`config.mk`:
```
export PLATFORM = sky130hd
export DESIGN_NAME = mux32_arbiter_flat
export DESIGN_NICKNAME = d
export VERILOG_FILES = /design/src/rtl/mux32_arb_pkg.sv /design/src/rtl/mux32_arbiter_if.sv /design/src/rtl/rr_pick32.sv /design/src/rtl/mux32_arbiter.sv /design/src/flat_wrapper.sv
export SDC_FILE = /design/constraint.sdc
export NUM_CORES = 1
export LEC_CHECK = 0
export CORE_AREA = 4 4 108 110
export DETAILED_ROUTE_END_ITERATION = 12
export DIE_AREA = 0 0 112 114
export PLACE_DENSITY = 0.87
export SYNTH_ARGS = -nofsm -noshare
export SYNTH_HDL_FRONTEND = slang
export SYNTH_SLANG_ARGS = --single-unit
```
`constraint.sdc`:
```
create_clock -name clk -period 5.1 [get_ports clk]
set_input_delay 0.51 -clock clk [delete_from_list [all_inputs] [get_ports clk]]
set_output_delay 0.51 -clock clk [all_outputs]
set_load 0.02 [all_outputs]
```
`src/rtl/mux32_arb_pkg.sv`:
```
// Shared constants and types for the 32-way round-robin mux arbiter.
//   NUM_REQ     : number of requesters / mux inputs
//   SEL_W       : width of the mux select index
//   arb_state_t : arbiter FSM state encoding
package mux32_arb_pkg;

  localparam int unsigned NUM_REQ = 32;
  localparam int unsigned SEL_W   = 5;

  typedef enum logic {
    S_IDLE,
    S_GRANT
  } arb_state_t;

endpackage

```
`src/rtl/mux32_arbiter_if.sv`:
```
// Request/grant bundle between the requesters and the mux arbiter.
//   req         : request vector, bit i = requester i
//   grant       : one-hot grant back to the requesters
//   grant_valid : some requester currently owns the mux
//   select      : owner index, wired to the mux select port
// Modports: master = requester side, slave = arbiter side.
interface mux32_arbiter_if;
  import mux32_arb_pkg::*;

  logic [NUM_REQ-1:0] req;
  logic [NUM_REQ-1:0] grant;
  logic               grant_valid;
  logic [SEL_W-1:0]   select;

  modport master (
    output req,
    input  grant,
    input  grant_valid,
    input  select
  );

  modport slave (
    input  req,
    output grant,
    output grant_valid,
    output select
  );

endinterface

```
`src/rtl/rr_pick32.sv`:
```
// Combinational round-robin pick: first set bit of (req & ~mask) at or
// after 'start', ascending and wrapping 31 -> 0.
//   req   : candidate request vector
//   mask  : bits excluded from the search
//   start : search start index
//   idx   : chosen index (valid when found)
//   found : at least one unmasked request exists
module rr_pick32
  import mux32_arb_pkg::*;
(
  input  logic [NUM_REQ-1:0] req,
  input  logic [NUM_REQ-1:0] mask,
  input  logic [SEL_W-1:0]   start,
  output logic [SEL_W-1:0]   idx,
  output logic               found
);

  logic [NUM_REQ-1:0] cand;
  logic [NUM_REQ-1:0] rot;
  logic [SEL_W-1:0]   off;

  // Rotate so 'start' lands on bit 0, find lowest set bit, rotate back.
  always_comb begin
    cand = req & ~mask;
    rot  = NUM_REQ'({cand, cand} >> start);
    off  = '0;
    for (int i = NUM_REQ - 1; i >= 0; i--) begin
      if (rot[i]) off = SEL_W'(i);
    end
    found = |cand;
    idx   = start + off;  // 5-bit add wraps modulo 32
  end

endmodule

```
`src/rtl/mux32_arbiter.sv`:
```
// Round-robin arbiter owning the select input of a shared 32:1 mux.
// An owner keeps the grant while it requests, up to MAX_HOLD consecutive
// cycles (0 = unlimited), after which another requester is preferred.
//   clk : system clock, rising edge
//   rst : asynchronous active-high reset
//   bus : slave side of mux32_arbiter_if (req in; grant/grant_valid/select out)
module mux32_arbiter
  import mux32_arb_pkg::*;
#(
  parameter int unsigned MAX_HOLD = 16
) (
  input  logic            clk,
  input  logic            rst,
  mux32_arbiter_if.slave  bus
);

  localparam int unsigned HC_W = (MAX_HOLD == 0) ? 1 : $clog2(MAX_HOLD + 1);

  arb_state_t         state, state_n;
  logic [SEL_W-1:0]   ptr, ptr_n;
  logic [HC_W-1:0]    hold_cnt, hold_n;
  logic [NUM_REQ-1:0] grant_q, grant_n;
  logic               gv_q, gv_n;
  logic [SEL_W-1:0]   sel_q, sel_n;

  logic [NUM_REQ-1:0] pick_mask;
  logic [SEL_W-1:0]   pick_idx;
  logic               pick_found;
  logic               owner_req;
  logic               below_limit;

  // Owner bit is excluded from the search only while someone holds the grant.
  assign pick_mask = (state == S_GRANT) ? (NUM_REQ'(1) << sel_q) : '0;

  rr_pick32 u_pick (
    .req   (bus.req),
    .mask  (pick_mask),
    .start (ptr),
    .idx   (pick_idx),
    .found (pick_found)
  );

  assign owner_req   = bus.req[sel_q];
  assign below_limit = (MAX_HOLD == 0) || (32'(hold_cnt) < (MAX_HOLD - 32'd1));

  // State and output registers.
  always_ff @(posedge clk or posedge rst) begin
    if (rst) begin
      state    <= S_IDLE;
      ptr      <= '0;
      hold_cnt <= '0;
      grant_q  <= '0;
      gv_q     <= 1'b0;
      sel_q    <= '0;
    end else begin
      state    <= state_n;
      ptr      <= ptr_n;
      hold_cnt <= hold_n;
      grant_q  <= grant_n;
      gv_q     <= gv_n;
      sel_q    <= sel_n;
    end
  end

  // Next-state and next-output logic.
  always_comb begin
    state_n = state;
    ptr_n   = ptr;
    hold_n  = hold_cnt;
    grant_n = grant_q;
    gv_n    = gv_q;
    sel_n   = sel_q;

    unique case (state)
      S_IDLE: begin
        if (pick_found) begin
          state_n = S_GRANT;
          sel_n   = pick_idx;
          grant_n = NUM_REQ'(1) << pick_idx;
          gv_n    = 1'b1;
          ptr_n   = pick_idx + SEL_W'(1);
          hold_n  = '0;
        end
      end

      S_GRANT: begin
        if (owner_req && below_limit) begin
          // Keep: counter saturates so unlimited holds never wrap.
          if (hold_cnt != {HC_W{1'b1}}) hold_n = hold_cnt + HC_W'(1);
        end else if (pick_found) begin
          // Release or preempt with a successor: hand off on this edge.
          sel_n   = pick_idx;
          grant_n = NUM_REQ'(1) << pick_idx;
          gv_n    = 1'b1;
          ptr_n   = pick_idx + SEL_W'(1);
          hold_n  = '0;
        end else if (owner_req) begin
          // Preempt with no competitor: re-grant the owner, ptr untouched.
          hold_n = '0;
        end else begin
          state_n = S_IDLE;
          grant_n = '0;
          gv_n    = 1'b0;
          hold_n  = '0;
        end
      end

      default: state_n = S_IDLE;
    endcase
  end

  assign bus.grant       = grant_q;
  assign bus.grant_valid = gv_q;
  assign bus.select      = sel_q;

endmodule

```
`src/flat_wrapper.sv`:
```
// flat-port wrapper written by rule: the top's interface ports become plain ports
module mux32_arbiter_flat import mux32_arb_pkg::*;
#(
  parameter int unsigned MAX_HOLD = 16
)
  (clk, rst, bus_req, bus_grant, bus_grant_valid, bus_select);
  mux32_arbiter_if bus_i ();
  input  logic clk;
  input  logic rst;
  input wire logic [$bits(bus_i.req)-1:0] bus_req;
  output wire logic [$bits(bus_i.grant)-1:0] bus_grant;
  output wire logic [$bits(bus_i.grant_valid)-1:0] bus_grant_valid;
  output wire logic [$bits(bus_i.select)-1:0] bus_select;
  assign bus_i.req = bus_req;
  assign bus_grant = bus_i.grant;
  assign bus_grant_valid = bus_i.grant_valid;
  assign bus_select = bus_i.select;
  mux32_arbiter #(.MAX_HOLD(MAX_HOLD)) u_core (.clk(clk), .rst(rst), .bus(bus_i));
endmodule
```
==> out/metrics.yaml <==
die:
  rows: 38
  boundaryPins: 72
  dieArea_um2: 12770
  initial_utilization_pct: 50.05
  core_area_um2: 10700
  die_w_um: 112
  die_y_um: 114
setup_path:
  worst_setup_path_end_kind: "flop"
  crit_required_ns: 5.27
  cpPeakStageDelay_ns: 0.65
  critical_path.max_fanout: 7
  arrival_ns: 5.45
  r2r_setup_slack_ns: -0.18
  startpoint_type: "flop"
  path_cells: "buf_4 > nand4b_1 > o21ai_1 > mux4_2 > mux2i_1 > mux4_2 > or4b_2 > nand4_1 > a31o_2 > a221oi_4 > ha_2 > fa_2 > buf_4 > xor2_2 > buf_6 > nand3_1 > xor3_1 > o21ai_2"
  worst-path-buf-inv: 3
  crit_family: "simple AND/OR/NAND/NOR gates"
  cp_slowest_cell: "or4b_2"
  crit_type: "reg2reg"
logic_synthesis:
  synth_edf_count: 0
  synth_flop_cell: "dfrtp_1"
  yosysUniqueCellTypes: 68
  syn-num-nets: 542
  avgSynthCellArea_um2: 10.82
  yosysSeqAreaShare_pct: 22.90
  async_reset_ff_share_pct: 100.0
  ys_warn_count: 0
  syn_inst: 495
  synthesis.area_um2: 5354
  synth-seq-cells: 49
layout:
  final_cells: 817
  fillers: 678
  syn_to_final_growth_pct: 41.95
  final_cell_mix: "buf_4, clkdlybuf4s50_1, mux4_2"
  n_antenna_cell: 0
  drive_gt1_share_pct: 42.39
  nets: 723
  layout_commonest_cell: "buf_4"
clock_tree:
  cts.clk_slew.worst_paths_ns: 0.09
  max-clock-path-buffers: 2
  root_buffer: "clkbuf_8"
  cts-htree-levels: 2
  cts_tree: "yes"
  numCtsBuffers: 5
  clkSinkCount: 49
  insertion_delay_ns: 0.32
global_route:
  grt_overflow_total: 0
  grt_max_degree: 50
  grt_usage_pct: 28.20
  grt_antenna_before_repair: 0
  grt_pass1_wl_um: 29410
  grt_pass1_vias: 5551
sta:
  fin_ws_ns: -0.1775
  timing.fmax_mhz: 189.5
  finalSetupViolCount: 35
  rsz0062_at_grt: "true"
  finalHoldViolations: 0
  max_slew_margin_pct: 32.34
  skew_ns: 0.01722
  slew_viol_final: 0
  period_share_pct: 103.5
  worstMarginPinSlew_ns: 1.012
  finalCriticalPeriod_ns: 5.277
placed_design:
  gp_congestion: 0.9683
  placed_cells: 796
  dp_hpwl_um: 13760
  io_buffers: 71
route:
  routedWlPerCell_um: 23.68
  ant_nets: 0
  drc: 0
  vias: 5726
  dr.pass1.iters: 5
  vias_per_cell: 7.009
  wirelength_um: 19340
  detail_route.iter0.violations: 813
run_status:
  status: "complete, but fails checks"
  violations: "setup timing"
flow_run:
  drv_cap: 0
worst_hold_path:
  hp-class: "reg2reg"
## flip-flops by register name, indices dropped and copies added, names as in the netlist
register / cells
u_core.bus.grant: 32
u_core.state: 1
u_core.ptr: 5
u_core.bus.grant_valid: 1
u_core.hold_cnt: 5
u_core.bus.select: 5
## layer usage
| layer | up-vias | part of all wire [%] | global-route usage (%) |
|---|---|---|---|
| met1 | 2809 | 37 | 37.92 |
| met3 | 103 | 9.5 | 3.236 |
| met4 | 0 | 4.3 | 9.615 |
| met2 | 449 | 49 | 48.00 |
| met5 | - | 0 | 0 |
| li1 | 2365 | - | - |
## synthesized netlist by cell type, types with 3 or more instances
| cell type | number | area [µm²] |
|---|---|---|
| ha_1 | 12 | 150.1 |
| a32o_1 | 4 | 40.04 |
| nor3b_1 | 5 | 37.54 |
| o22ai_1 | 17 | 106.4 |
| buf_2 | 13 | 65.06 |
| mux2_2 | 5 | 56.30 |
| inv_1 | 9 | 33.78 |
| clkbuf_1 | 17 | 63.81 |
| nor2_1 | 24 | 90.09 |
| buf_4 | 3 | 22.52 |
| o21ai_0 | 36 | 180.2 |
| dfrtp_1 | 49 | 1226 |
| o21ai_2 | 3 | 26.28 |
| o22a_1 | 3 | 26.28 |
| o21ba_2 | 4 | 40.04 |
| a21oi_1 | 9 | 45.04 |
| nor4_1 | 3 | 18.77 |
| nand4_1 | 5 | 31.28 |
| o21ai_1 | 11 | 55.05 |
| nand3_1 | 7 | 35.03 |
| nand2_1 | 31 | 116.4 |
| mux4_2 | 65 | 1464 |
| nand4b_1 | 3 | 26.28 |
| and3_1 | 4 | 25.02 |
| mux2i_1 | 31 | 310.3 |
| nand2b_1 | 8 | 50.05 |
| buf_6 | 3 | 33.78 |
| nor3_1 | 20 | 100.1 |
| o31ai_1 | 3 | 22.52 |
| nand4bb_1 | 3 | 33.78 |
| a22o_1 | 30 | 262.8 |
| o211ai_1 | 3 | 22.52 |
| a21o_1 | 3 | 22.52 |
| nor2b_1 | 6 | 37.54 |
## what timing repair did
action,4_1_cts,5_1_grt
pin swaps,4,14
cloned,0,2
resized for setup,51,28
buffers inserted,5,6
endpoints found under the setup margin,38,37
endpoints found under the hold margin,0,0
hold buffers,0,0
## path summary, 6_finish.rpt
kind | start | endpoint | depth (start not counted)
worst min register to register | u_core.bus.grant[23] | u_core.bus.grant[23] | 1
min in group asynchronous | rst | u_core.bus.grant[28] | 2
worst min-delay path | u_core.bus.grant[23] | u_core.bus.grant[23] | 1
worst max-delay path | u_core.bus.select[0] | u_core.ptr[4] | 18
max in group asynchronous | rst | u_core.state | 2
worst max register to register | u_core.bus.select[0] | u_core.ptr[4] | 18
## through the flow
stage	utilization [%]	hold WS, ns	TNS, ns	setup WS [ns]	cell area, µm²
after floorplan	-	0.4565	0	0.02391	5354
after global placement	66.13	0.4837	-10.64	-0.3562	7074
after detailed placement	66.13	0.4929	-17.27	-0.6156	7074
after CTS	68.89	0.5156	0	0.01301	7370
after global routing	71.04	0.5398	-10.00	-0.3315	7600
final	71.04	0.5180	-4.166	-0.1775	7600
## cell families after synthesis
logic type | count (synthesis) | share of synthesized area (%)
compound gates | 145 | 19.33
simple gates | 131 | 13.49
mux | 103 | 35.17
flops | 49 | 22.90
buf+inv | 47 | 4.230
fa+ha+maj | 13 | 3.178
xor+xnor | 7 | 1.706
## final cells by class
cell class / count / area (µm²) / area share [%]
Inverter: 9 / 33.78 / 0.4445
Clock inverter: 3 / 46.29 / 0.6092
Clock buffer: 5 / 68.82 / 0.9055
Multi-Input combinational cell: 399 / 4160 / 54.74
Sequential cell: 49 / 1230 / 16.18
Timing Repair Buffer: 212 / 1886 / 24.81
Tap cell: 140 / 175.2 / 2.305
Power is left out: the tool's default activity adds up to more than one toggle a clock period on the data nets, which glitch-free logic cannot reach.
